===== src/rtl/uart_pkg.sv =====
// Shared definitions for the uart_io serial unit: FSM state encoding used by
// both the transmitter and the receiver, plus the default bit period.
package uart_pkg;

    typedef enum logic [1:0] {
        IDLE,
        START,
        DATA,
        STOP
    } uart_state_t;

    localparam int CLK_PER_BIT_DEFAULT = 868;

endpackage


===== src/rtl/sync_fifo.sv =====
// Single-clock first-word-fall-through FIFO; dout shows the head entry
// whenever the FIFO is non-empty.
module sync_fifo #(
    parameter int WIDTH   = 8,
    parameter int FIFO_AW = 4
) (
    input  logic             clk,
    input  logic             rstn,
    input  logic             push,
    input  logic [WIDTH-1:0] din,
    input  logic             pop,
    output logic             full,
    output logic             empty,
    output logic [WIDTH-1:0] dout
);

    logic [WIDTH-1:0] mem [2**FIFO_AW];
    logic [FIFO_AW:0] wr_ptr;
    logic [FIFO_AW:0] rd_ptr;
    logic             do_push;
    logic             do_pop;

    assign empty   = (wr_ptr == rd_ptr);
    assign full    = (wr_ptr[FIFO_AW] != rd_ptr[FIFO_AW]) &&
                     (wr_ptr[FIFO_AW-1:0] == rd_ptr[FIFO_AW-1:0]);
    // A pop frees the slot in the same cycle, so a full FIFO still accepts a push.
    assign do_pop  = pop && !empty;
    assign do_push = push && (!full || do_pop);
    assign dout    = mem[rd_ptr[FIFO_AW-1:0]];

    always_ff @(posedge clk or negedge rstn) begin
        if (!rstn) begin
            wr_ptr <= '0;
            rd_ptr <= '0;
        end else begin
            if (do_push) wr_ptr <= wr_ptr + 1'b1;
            if (do_pop)  rd_ptr <= rd_ptr + 1'b1;
        end
    end

    always_ff @(posedge clk) begin
        if (do_push) mem[wr_ptr[FIFO_AW-1:0]] <= din;
    end

endmodule


===== src/rtl/uart_io.sv =====
// 8N1 UART terminating the execute stage's OUTB/INB request ports, with
// TX and RX byte FIFOs between the request latches and the serial FSMs.
module uart_io
    import uart_pkg::*;
#(
    parameter int CLK_PER_BIT = CLK_PER_BIT_DEFAULT,
    parameter int FIFO_AW     = 4
) (
    input  logic        clk,
    input  logic        rstn,
    input  logic        uart_wenable,
    input  logic [31:0] uart_wd,
    output logic        uart_wdone,
    input  logic        uart_renable,
    output logic        uart_rdone,
    output logic [31:0] uart_rd,
    output logic        txd,
    input  logic        rxd,
    output logic        rx_overrun,
    output logic        frame_err
);

    localparam int            CW       = $clog2(CLK_PER_BIT);
    localparam logic [CW-1:0] BIT_END  = CW'(CLK_PER_BIT - 1);
    localparam logic [CW-1:0] HALF_END = CW'(CLK_PER_BIT / 2 - 1);

    logic        wr_pend, wr_req, rd_pend, rd_req;
    logic [7:0]  wr_byte, tx_din, tx_dout, rx_dout;
    logic        tx_push, tx_pop, tx_full, tx_empty;
    logic        rx_push, rx_pop, rx_full, rx_empty;
    logic        unused_wd;

    uart_state_t   tx_state, tx_state_n;
    logic [CW-1:0] tx_cnt, tx_cnt_n;
    logic [2:0]    tx_bit, tx_bit_n;
    logic [7:0]    tx_shift, tx_shift_n;
    logic          txd_n;

    uart_state_t   rx_state, rx_state_n;
    logic [CW-1:0] rx_cnt, rx_cnt_n;
    logic [2:0]    rx_bit, rx_bit_n;
    logic [7:0]    rx_shift, rx_shift_n;
    logic          rx_s1, rx_s2, rx_prev;
    logic          set_ovr, set_ferr;

    assign unused_wd = ^uart_wd[31:8];

    // A request is serviced in the cycle it arrives when the FIFO allows it.
    assign wr_req  = wr_pend || uart_wenable;
    assign tx_din  = uart_wenable ? uart_wd[7:0] : wr_byte;
    assign tx_push = wr_req && (!tx_full || tx_pop);
    assign rd_req  = rd_pend || uart_renable;
    assign rx_pop  = rd_req && !rx_empty;

    sync_fifo #(.WIDTH(8), .FIFO_AW(FIFO_AW)) u_tx_fifo (
        .clk(clk), .rstn(rstn), .push(tx_push), .din(tx_din), .pop(tx_pop),
        .full(tx_full), .empty(tx_empty), .dout(tx_dout)
    );

    sync_fifo #(.WIDTH(8), .FIFO_AW(FIFO_AW)) u_rx_fifo (
        .clk(clk), .rstn(rstn), .push(rx_push), .din(rx_shift), .pop(rx_pop),
        .full(rx_full), .empty(rx_empty), .dout(rx_dout)
    );

    always_ff @(posedge clk or negedge rstn) begin
        if (!rstn) begin
            wr_pend    <= 1'b0;
            rd_pend    <= 1'b0;
            uart_wdone <= 1'b0;
            uart_rdone <= 1'b0;
            uart_rd    <= '0;
            rx_overrun <= 1'b0;
            frame_err  <= 1'b0;
        end else begin
            wr_pend    <= wr_req && !tx_push;
            rd_pend    <= rd_req && !rx_pop;
            uart_wdone <= tx_push;
            uart_rdone <= rx_pop;
            if (rx_pop)   uart_rd    <= {24'h0, rx_dout};
            if (set_ovr)  rx_overrun <= 1'b1;
            if (set_ferr) frame_err  <= 1'b1;
        end
    end

    always_ff @(posedge clk) begin
        if (uart_wenable) wr_byte <= uart_wd[7:0];
        tx_shift <= tx_shift_n;
        rx_shift <= rx_shift_n;
    end

    always_ff @(posedge clk or negedge rstn) begin
        if (!rstn) begin
            tx_state <= IDLE;
            tx_cnt   <= '0;
            tx_bit   <= '0;
            txd      <= 1'b1;
        end else begin
            tx_state <= tx_state_n;
            tx_cnt   <= tx_cnt_n;
            tx_bit   <= tx_bit_n;
            txd      <= txd_n;
        end
    end

    // txd is registered together with the state it belongs to.
    always_comb begin
        tx_state_n = tx_state;
        tx_cnt_n   = tx_cnt + 1'b1;
        tx_bit_n   = tx_bit;
        tx_shift_n = tx_shift;
        txd_n      = txd;
        tx_pop     = 1'b0;
        case (tx_state)
            IDLE: begin
                tx_cnt_n = '0;
                txd_n    = 1'b1;
                if (!tx_empty) begin
                    tx_pop     = 1'b1;
                    tx_shift_n = tx_dout;
                    tx_state_n = START;
                    txd_n      = 1'b0;
                end
            end
            START: begin
                if (tx_cnt == BIT_END) begin
                    tx_cnt_n   = '0;
                    tx_bit_n   = '0;
                    tx_state_n = DATA;
                    txd_n      = tx_shift[0];
                end
            end
            DATA: begin
                if (tx_cnt == BIT_END) begin
                    tx_cnt_n = '0;
                    if (tx_bit == 3'd7) begin
                        tx_state_n = STOP;
                        txd_n      = 1'b1;
                    end else begin
                        tx_bit_n   = tx_bit + 1'b1;
                        tx_shift_n = {1'b0, tx_shift[7:1]};
                        txd_n      = tx_shift[1];
                    end
                end
            end
            STOP: begin
                if (tx_cnt == BIT_END) begin
                    tx_cnt_n = '0;
                    // Chain straight into the next frame so there is no idle gap.
                    if (!tx_empty) begin
                        tx_pop     = 1'b1;
                        tx_shift_n = tx_dout;
                        tx_state_n = START;
                        txd_n      = 1'b0;
                    end else begin
                        tx_state_n = IDLE;
                        txd_n      = 1'b1;
                    end
                end
            end
            default: tx_state_n = IDLE;
        endcase
    end

    always_ff @(posedge clk or negedge rstn) begin
        if (!rstn) begin
            rx_s1    <= 1'b1;
            rx_s2    <= 1'b1;
            rx_prev  <= 1'b1;
            rx_state <= IDLE;
            rx_cnt   <= '0;
            rx_bit   <= '0;
        end else begin
            rx_s1    <= rxd;
            rx_s2    <= rx_s1;
            rx_prev  <= rx_s2;
            rx_state <= rx_state_n;
            rx_cnt   <= rx_cnt_n;
            rx_bit   <= rx_bit_n;
        end
    end

    always_comb begin
        rx_state_n = rx_state;
        rx_cnt_n   = rx_cnt + 1'b1;
        rx_bit_n   = rx_bit;
        rx_shift_n = rx_shift;
        rx_push    = 1'b0;
        set_ovr    = 1'b0;
        set_ferr   = 1'b0;
        case (rx_state)
            IDLE: begin
                rx_cnt_n = '0;
                if (rx_prev && !rx_s2) rx_state_n = START;
            end
            START: begin
                if (rx_cnt == HALF_END) begin
                    rx_cnt_n   = '0;
                    rx_bit_n   = '0;
                    rx_state_n = rx_s2 ? IDLE : DATA;
                end
            end
            DATA: begin
                if (rx_cnt == BIT_END) begin
                    rx_cnt_n   = '0;
                    rx_shift_n = {rx_s2, rx_shift[7:1]};
                    rx_bit_n   = rx_bit + 1'b1;
                    if (rx_bit == 3'd7) rx_state_n = STOP;
                end
            end
            STOP: begin
                if (rx_cnt == BIT_END) begin
                    rx_cnt_n   = '0;
                    rx_state_n = IDLE;
                    if (!rx_s2)                 set_ferr = 1'b1;
                    else if (rx_full && !rx_pop) set_ovr  = 1'b1;
                    else                        rx_push  = 1'b1;
                end
            end
            default: rx_state_n = IDLE;
        endcase
    end

endmodule


===== config.mk =====
export PLATFORM = sky130hd
export DESIGN_NAME = uart_io
export DESIGN_NICKNAME = d
export VERILOG_FILES = /design/src/rtl/uart_pkg.sv /design/src/rtl/sync_fifo.sv /design/src/rtl/uart_io.sv
export SDC_FILE = /design/constraint.sdc
export NUM_CORES = 1
export LEC_CHECK = 0
export ABC_AREA = 1
export CAP_MARGIN = 20
export CORE_UTILIZATION = 40
export CTS_CLUSTER_DIAMETER = 30
export DETAILED_ROUTE_END_ITERATION = 12
export PLACE_DENSITY = 0.59
export SETUP_SLACK_MARGIN = 0.5
export SYNTH_ARGS = -nofsm -noshare
export SYNTH_HDL_FRONTEND = slang
export SYNTH_SLANG_ARGS = --single-unit

===== constraint.sdc =====
create_clock -name clk -period 2.55 [get_ports clk]
set_clock_uncertainty 0.15 [all_clocks]
set_input_delay 0.255 -clock clk [delete_from_list [all_inputs] [get_ports clk]]
set_output_delay 0.255 -clock clk [all_outputs]
set_load 0.02 [all_outputs]

==> impl_metrics.yaml, run 1 <==
critical_path:
  cp_top_family: "simple AND/OR/NAND/NOR gates"
  arrival_ns: 2.31
  r2r-start: "rx_cnt[1]"
  cpMostUsedCell: "nor3_4"
  crit_buf_inv: 3
  r2r-end: "u_rx_fifo.mem[10][2]"
  end_kind: "flop"
  critical-path-slowest-cell: "dfrtp_1"
  reg2reg_depth: 10
  r2r_slack_ns: 0.36
  path_class: "reg2reg"
  crit_path_max_incr_delay_ns: 0.40
  cp.required_ns: 2.67
  path_cells: "ha_4 -> nand3_4 -> nor3_4 -> nand2_2 -> nor3_4 -> buf_6 -> nand2_8 -> buf_12 -> nor3_4 -> buf_12"
  critPathLaunchType: "flop"
  crit_fanout: 8
cells_and_area:
  mostFrequentLayoutCell: "edfxtp_1"
  fill_cells: 3027
  nNetsFinal: 1543
  syn2layout_area_growth_pct: 31.6
  antenna_cells: 0
  regArea_um2: 10000
  finish.utilization: 0.534
  drive_gt1_frac: 0.199
  final_cell_mix: "272 x edfxtp_1, 235 x nor2_1, 211 x nand2_1"
  multi_input_area_um2: 4620
floorplanning:
  io_pins: 74
  dieWidth_um: 194
  rows: 70
  dieArea_um2: 37800
  start_util: 0.406
  die_y_um: 194
  core_um2: 36500
clock_network:
  h-tree-depth: 3
  cts_tree: "built"
  worstSkewPairLatency_ns: 0.57
  cts.sinks: 348
  path_clk_slew_ns: 0.05
  cts_buffers: 76
  root_buffer: "clkbuf_16"
  clk_path_buf_depth: 3
drt:
  vias: 10100
  drt_drc_violations_left: 0
  viasPerCell: 5.01
  routed_wl_um: 34000
  postRouteAntennaNets: 0
  drt_pass1_iterations: 5
  wl_per_cell_um: 16.9
  drtIter0Drc: 673
status:
  status: "finished clean"
placed_design:
  hpwl_um: 19800
  place_congestion: 0.823
  numPortBuffers: 25
  pre_cts_ws_ns: 0.0792
global_routing:
  grt_max_degree: 68
  track_usage: 0.183
  overflow: 0
  antenna_found_initial: 0
  grt_pass1_vias: 10200
  grt_pass1_wl_um: 53900
sta:
  fin_setup_tns_ns: 0
  period_share: 0.860
  rsz0062_at_grt: "yes"
  layout_setup_ws_ns: 0.358
  hold_viol_final: 0
  relSlewSlack: 0.449
  timing_worst_slew_pin_value_ns: 0.826
  maxSlewViolCount: 0
  setup_viol: 0
  max_freq_ghz: 0.456
  period_needed_ns: 2.19
yosys:
  yosysUniqueCellTypes: 42
  ys_ff_latch: 348
  ys_seq_area_frac: 0.677
  ys_warn_count: 0
  synth_cells: 1338
  synth_top_area_share: 0.551
  syn_avg_cell_area_um2: 11.1
  syn-cell-area_um2: 14800
  ys_top_cells_by_area: "edfxtp_1 55%, dfrtp_1 11%, nor2_1 6.6%, nand2_1 5.4%, o21ai_0 5.4%"
  yosysTopAreaCell: "edfxtp_1"
run:
  drv_cap: 0
power_and_ir_drop:
  peakVddDrop_v: 0.000906
  power.density_nw_per_um2: 1030
  p_leak_uw: 0.00749
hold_path:
  hold_path.class: "in2async"
cell type report:
cell class	count	share of cell area
sequential	348	0.515
multi-input combinational	866	0.237
clock buffer	88	0.104
timing repair buffer	120	0.0681
clock inverter	52	0.0318
tap	468	0.0300
inverter	70	0.0135
timing repair inverter	1	0.000257
synthesized netlist by cell type:
master    instances
a211oi_1          1
edfxtp_1        272
nor3b_1           5
o21a_1            1
nor2_4            1
a31oi_1           1
buf_2            19
mux2_2            1
nand4_1           5
xnor2_1           7
ha_1             23
buf_1             2
nand2_4           2
nand2_2           4
nor3_1           18
a22o_1            2
nor3_4            1
dfxtp_1           8
dfrtp_1          64
nand2_1         213
a21oi_1          18
nand3_4           1
conb_1            1
o22ai_1          17
nand3_1          47
o21bai_1          1
clkinv_1          5
nor3_2            2
inv_1            61
dfstp_2           4
nor2b_1           1
o211ai_1         31
nor2_2            1
xor2_1           18
buf_6             2
nand3_2           1
a31o_2            1
inv_2             4
o21ai_0         159
clkbuf_1         29
nor2_1          259
buf_4            25
layer usage:
metal / part of all wire / vias to the layer above / GRT usage / routed length [µm]
met3: 0.055 / 72 / 0.0448 / 1880
li1: - / 4886 / - / -
met2: 0.49 / 270 / 0.303 / 16800
met5: 0 / - / 0 / 0
met4: 0.028 / 0 / 0.0811 / 953
met1: 0.42 / 4863 / 0.228 / 14400
flip-flops by register name, indices dropped and copies added, names as in the netlist, 8 cells and up, named ones only:
| signal | flops |
|---|---|
| rx_shift | 8 |
| tx_cnt | 10 |
| tx_shift | 8 |
| uart_rd | 8 |
| rx_cnt | 10 |
| u_rx_fifo.mem | 128 |
| wr_byte | 8 |
| u_tx_fifo.mem | 128 |
worst max path at each step:
| stage | from | to | slack [ns] | depth (start not counted) |
|---|---|---|---|---|
| 5_1_grt | rx_cnt[1] | u_rx_fifo.mem[11][5] | 0.23 | 10 |
| 3_3_place_gp | rx_cnt[0] | u_rx_fifo.mem[5][3] | 0.18 | 8 |
| 3_5_place_dp | rx_cnt[0] | u_rx_fifo.mem[5][0] | 0.08 | 8 |
| 4_1_cts | rx_cnt[1] | u_rx_fifo.mem[8][1] | 0.29 | 9 |
| 2_1_floorplan | rx_cnt[0] | u_rx_fifo.mem[12][0] | 0.37 | 8 |
| 6_report | rx_cnt[1] | u_rx_fifo.mem[10][2] | 0.36 | 10 |
report_power, final:
group	switching [µW]	internal [µW]
sequential	236	6540
clock	3050	6890
combinational	2190	1180
total	5480	14600
metrics by stage:
stage | std cells | power [µW] | instance area, µm² | hold WS (ns)
4_1_cts | 1999 | 20100 | 19200 | 0.0596
3_5_place_dp | 1811 | 9950 | 15900 | 0.119
6_report | 2013 | 20100 | 19500 | 0.0633
5_1_grt | 2013 | 21000 | 19500 | 0.0974
2_1_floorplan | 1361 | 9000 | 15200 | -0.191
3_3_place_gp | 1811 | 9910 | 15900 | 0.122
cell families (layout without fill, tap and decap cells):
kind of cell / after synthesis / count (layout) / synth area share
AND/OR/NAND/NOR: 561 / 561 / 0.155
flip-flops: 348 / 348 / 0.677
AO/OA/AOI/OAI: 232 / 232 / 0.0864
buffers and inverters: 147 / 331 / 0.0462
XOR/XNOR: 25 / 25 / 0.0148
adder cells (fa/ha/maj): 23 / 23 / 0.0194
other: 1 / 24 / 0.000253
multiplexers: 1 / 1 / 0.000760
timing repair:
item	in CTS	in global routing
pin swaps	24	26
resized for setup	30	47
endpoints found under the setup margin	278	316
hold buffers	2	0
endpoints found under the hold margin	65	0
setup buffers	45	13
cloned	1	1
Note: power is estimated with default switching activity, not from simulation.
==> run 2, diff against run 1 <==
--- a/config.mk
+++ b/config.mk
@@ -6,7 +6,7 @@
 export NUM_CORES = 1
 export LEC_CHECK = 0
 export ABC_AREA = 1
-export CAP_MARGIN = 20
+export CAP_MARGIN = 40
 export CORE_UTILIZATION = 40
 export CTS_CLUSTER_DIAMETER = 30
 export DETAILED_ROUTE_END_ITERATION = 12
==> results of run 2 <==
No change in the layout: final DEF, timing and power equal those of run 1.
==> run 3, diff against run 2 <==
--- a/config.mk
+++ b/config.mk
@@ -7,6 +7,7 @@
 export LEC_CHECK = 0
 export ABC_AREA = 1
 export CAP_MARGIN = 40
+export CORE_MARGIN = 2
 export CORE_UTILIZATION = 40
 export CTS_CLUSTER_DIAMETER = 30
 export DETAILED_ROUTE_END_ITERATION = 12
==> run 3 against run 2 <==
Net effect: non-clock buffer count down 1; critical path depth is 1 lower; register-to-register slack worse by 0.02 ns; wire length up 0.21%; largest cell class unchanged; largest power group unchanged.
==> impl_metrics.yaml, run 3 (synthesis results as in run 1) <==
status:
  status: "finished clean"
global_routing:
  grt_max_degree: 68
  grt_pass1_vias: 10100
  grt_pass1_wl_um: 53800
  overflow: 0
  antenna_found_initial: 0
  track_usage: 0.179
cells_and_area:
  final_cell_mix: "272 x edfxtp_1, 234 x nor2_1, 209 x nand2_1"
  mostFrequentLayoutCell: "edfxtp_1"
  stdcell_count: 2006
  drive_gt1_frac: 0.194
  antenna_cells: 0
  finish.utilization: 0.534
  nNetsFinal: 1540
  syn2layout_area_growth_pct: 31.6
  fill_cells: 3100
floorplanning:
  io_pins: 74
  core_um2: 36500
  dieWidth_um: 196
  dieArea_um2: 38600
  rows: 70
  die_y_um: 196
  start_util: 0.406
drt:
  drt_pass1_iterations: 5
  viasPerCell: 5.02
  vias: 10100
  drt_drc_violations_left: 0
  routed_wl_um: 34100
  wl_per_cell_um: 17.0
  postRouteAntennaNets: 0
  drtIter0Drc: 664
sta:
  period_needed_ns: 2.21
  maxSlewViolCount: 0
  max_freq_ghz: 0.452
  relSlewSlack: 0.485
  hold_slack_ns: 0.106
  hold_viol_final: 0
  period_share: 0.868
  fin_setup_tns_ns: 0
  setup_viol: 0
  timing_worst_slew_pin_value_ns: 0.772
  rsz0062_at_grt: "yes"
power_and_ir_drop:
  peakVddDrop_v: 0.000768
  p_leak_uw: 0.00745
  power.density_nw_per_um2: 1030
  p_total_uw: 20100
critical_path:
  crit_fanout: 5
  end_kind: "flop"
  r2r_slack_ns: 0.34
  cpMostUsedCell: "nor3_4"
  critPathLaunchType: "flop"
  critical-path-slowest-cell: "dfrtp_1"
  startpoint: "rx_cnt[1]"
  arrival_ns: 2.33
  path_class: "reg2reg"
  path_cells: "ha_4 -> nand3_4 -> nor3_4 -> nand2_2 -> nor3_4 -> nand2_4 -> buf_16 -> nor3_4 -> buf_6"
  crit_path_max_incr_delay_ns: 0.38
  r2r-end: "u_rx_fifo.mem[5][3]"
  reg2reg_depth: 9
  cp.required_ns: 2.66
  r2r-start: "rx_cnt[1]"
clock_network:
  cts_tree: "built"
  path_clk_slew_ns: 0.04
  worstSkewPairLatency_ns: 0.57
  h-tree-depth: 3
  cts.sinks: 348
  clk_path_buf_depth: 3
  root_buffer: "clkbuf_16"
  cts_buffers: 74
placed_design:
  place_congestion: 0.818
  hpwl_um: 19900
  place_inst: 1809
  numPortBuffers: 25
run:
  drv_cap: 0
hold_path:
  hold_path.class: "in2async"
## run 3: cell types whose count changed in the layout (fill, tap and decap cells not counted), sizes merged
cell and change:
clkinv -11, clkbuf -5, inv +4, bufinv +3
clkinvlp +3, buf -1
## run 3: what timing repair did
action,4_1_cts,5_1_grt
setup endpoints to repair,271,298
gates cloned,2,2
pin swaps,22,18
endpoints found under the hold margin,46,0
setup buffers,46,11
resized for setup,29,43
hold buffers,2,0
## run 3: worst max path at each step
stage,cells past startpoint,end
after floorplan,8,u_rx_fifo.mem[12][0]
after global placement,10,u_tx_fifo.mem[11][5]
after detailed placement,8,u_rx_fifo.mem[5][3]
after CTS,9,u_rx_fifo.mem[9][6]
after global routing,9,u_rx_fifo.mem[6][2]
final,9,u_rx_fifo.mem[5][3]
## run 3: worst max-delay path, delay by kind of cell, from the launching register on
family,cells,cell delay (ns)
fa+ha+maj,1,0.17
buf+inv,2,0.32
simple gates,6,0.90
flops,1,0.38
## run 3: per-layer routing
| layer | track usage | up-vias | routed length (µm) |
|---|---|---|---|
| met5 | 0 | - | 0 |
| met4 | 0.0687 | 0 | 757 |
| met3 | 0.0394 | 61 | 1870 |
| met2 | 0.297 | 245 | 16700 |
| met1 | 0.231 | 4873 | 14700 |
| li1 | - | 4891 | - |
## run 3: layout make-up
cell class,count,area [µm²],area share
well taps,468,586,0.0300
multi-input cells,866,4630,0.237
flip-flops and latches,348,10000,0.515
clock inverters,51,721,0.0369
repair buffers,119,1320,0.0676
clock buffers,83,1930,0.0988
repair inverters,1,5.00,0.000257
inverters,70,277,0.0142
## run 3: metrics by stage
step,worst slack [ns],instance area (µm²)
after CTS,0.292,19200
after detailed placement,0.0987,15900
after global routing,0.207,19500
after global placement,0.151,15900
final,0.336,19500
after floorplan,0.374,15200
## run 3: power breakdown
group          internal (µW)  switching [µW]
clock network           6980            3050
logic                   1150            2210
registers               6540             228
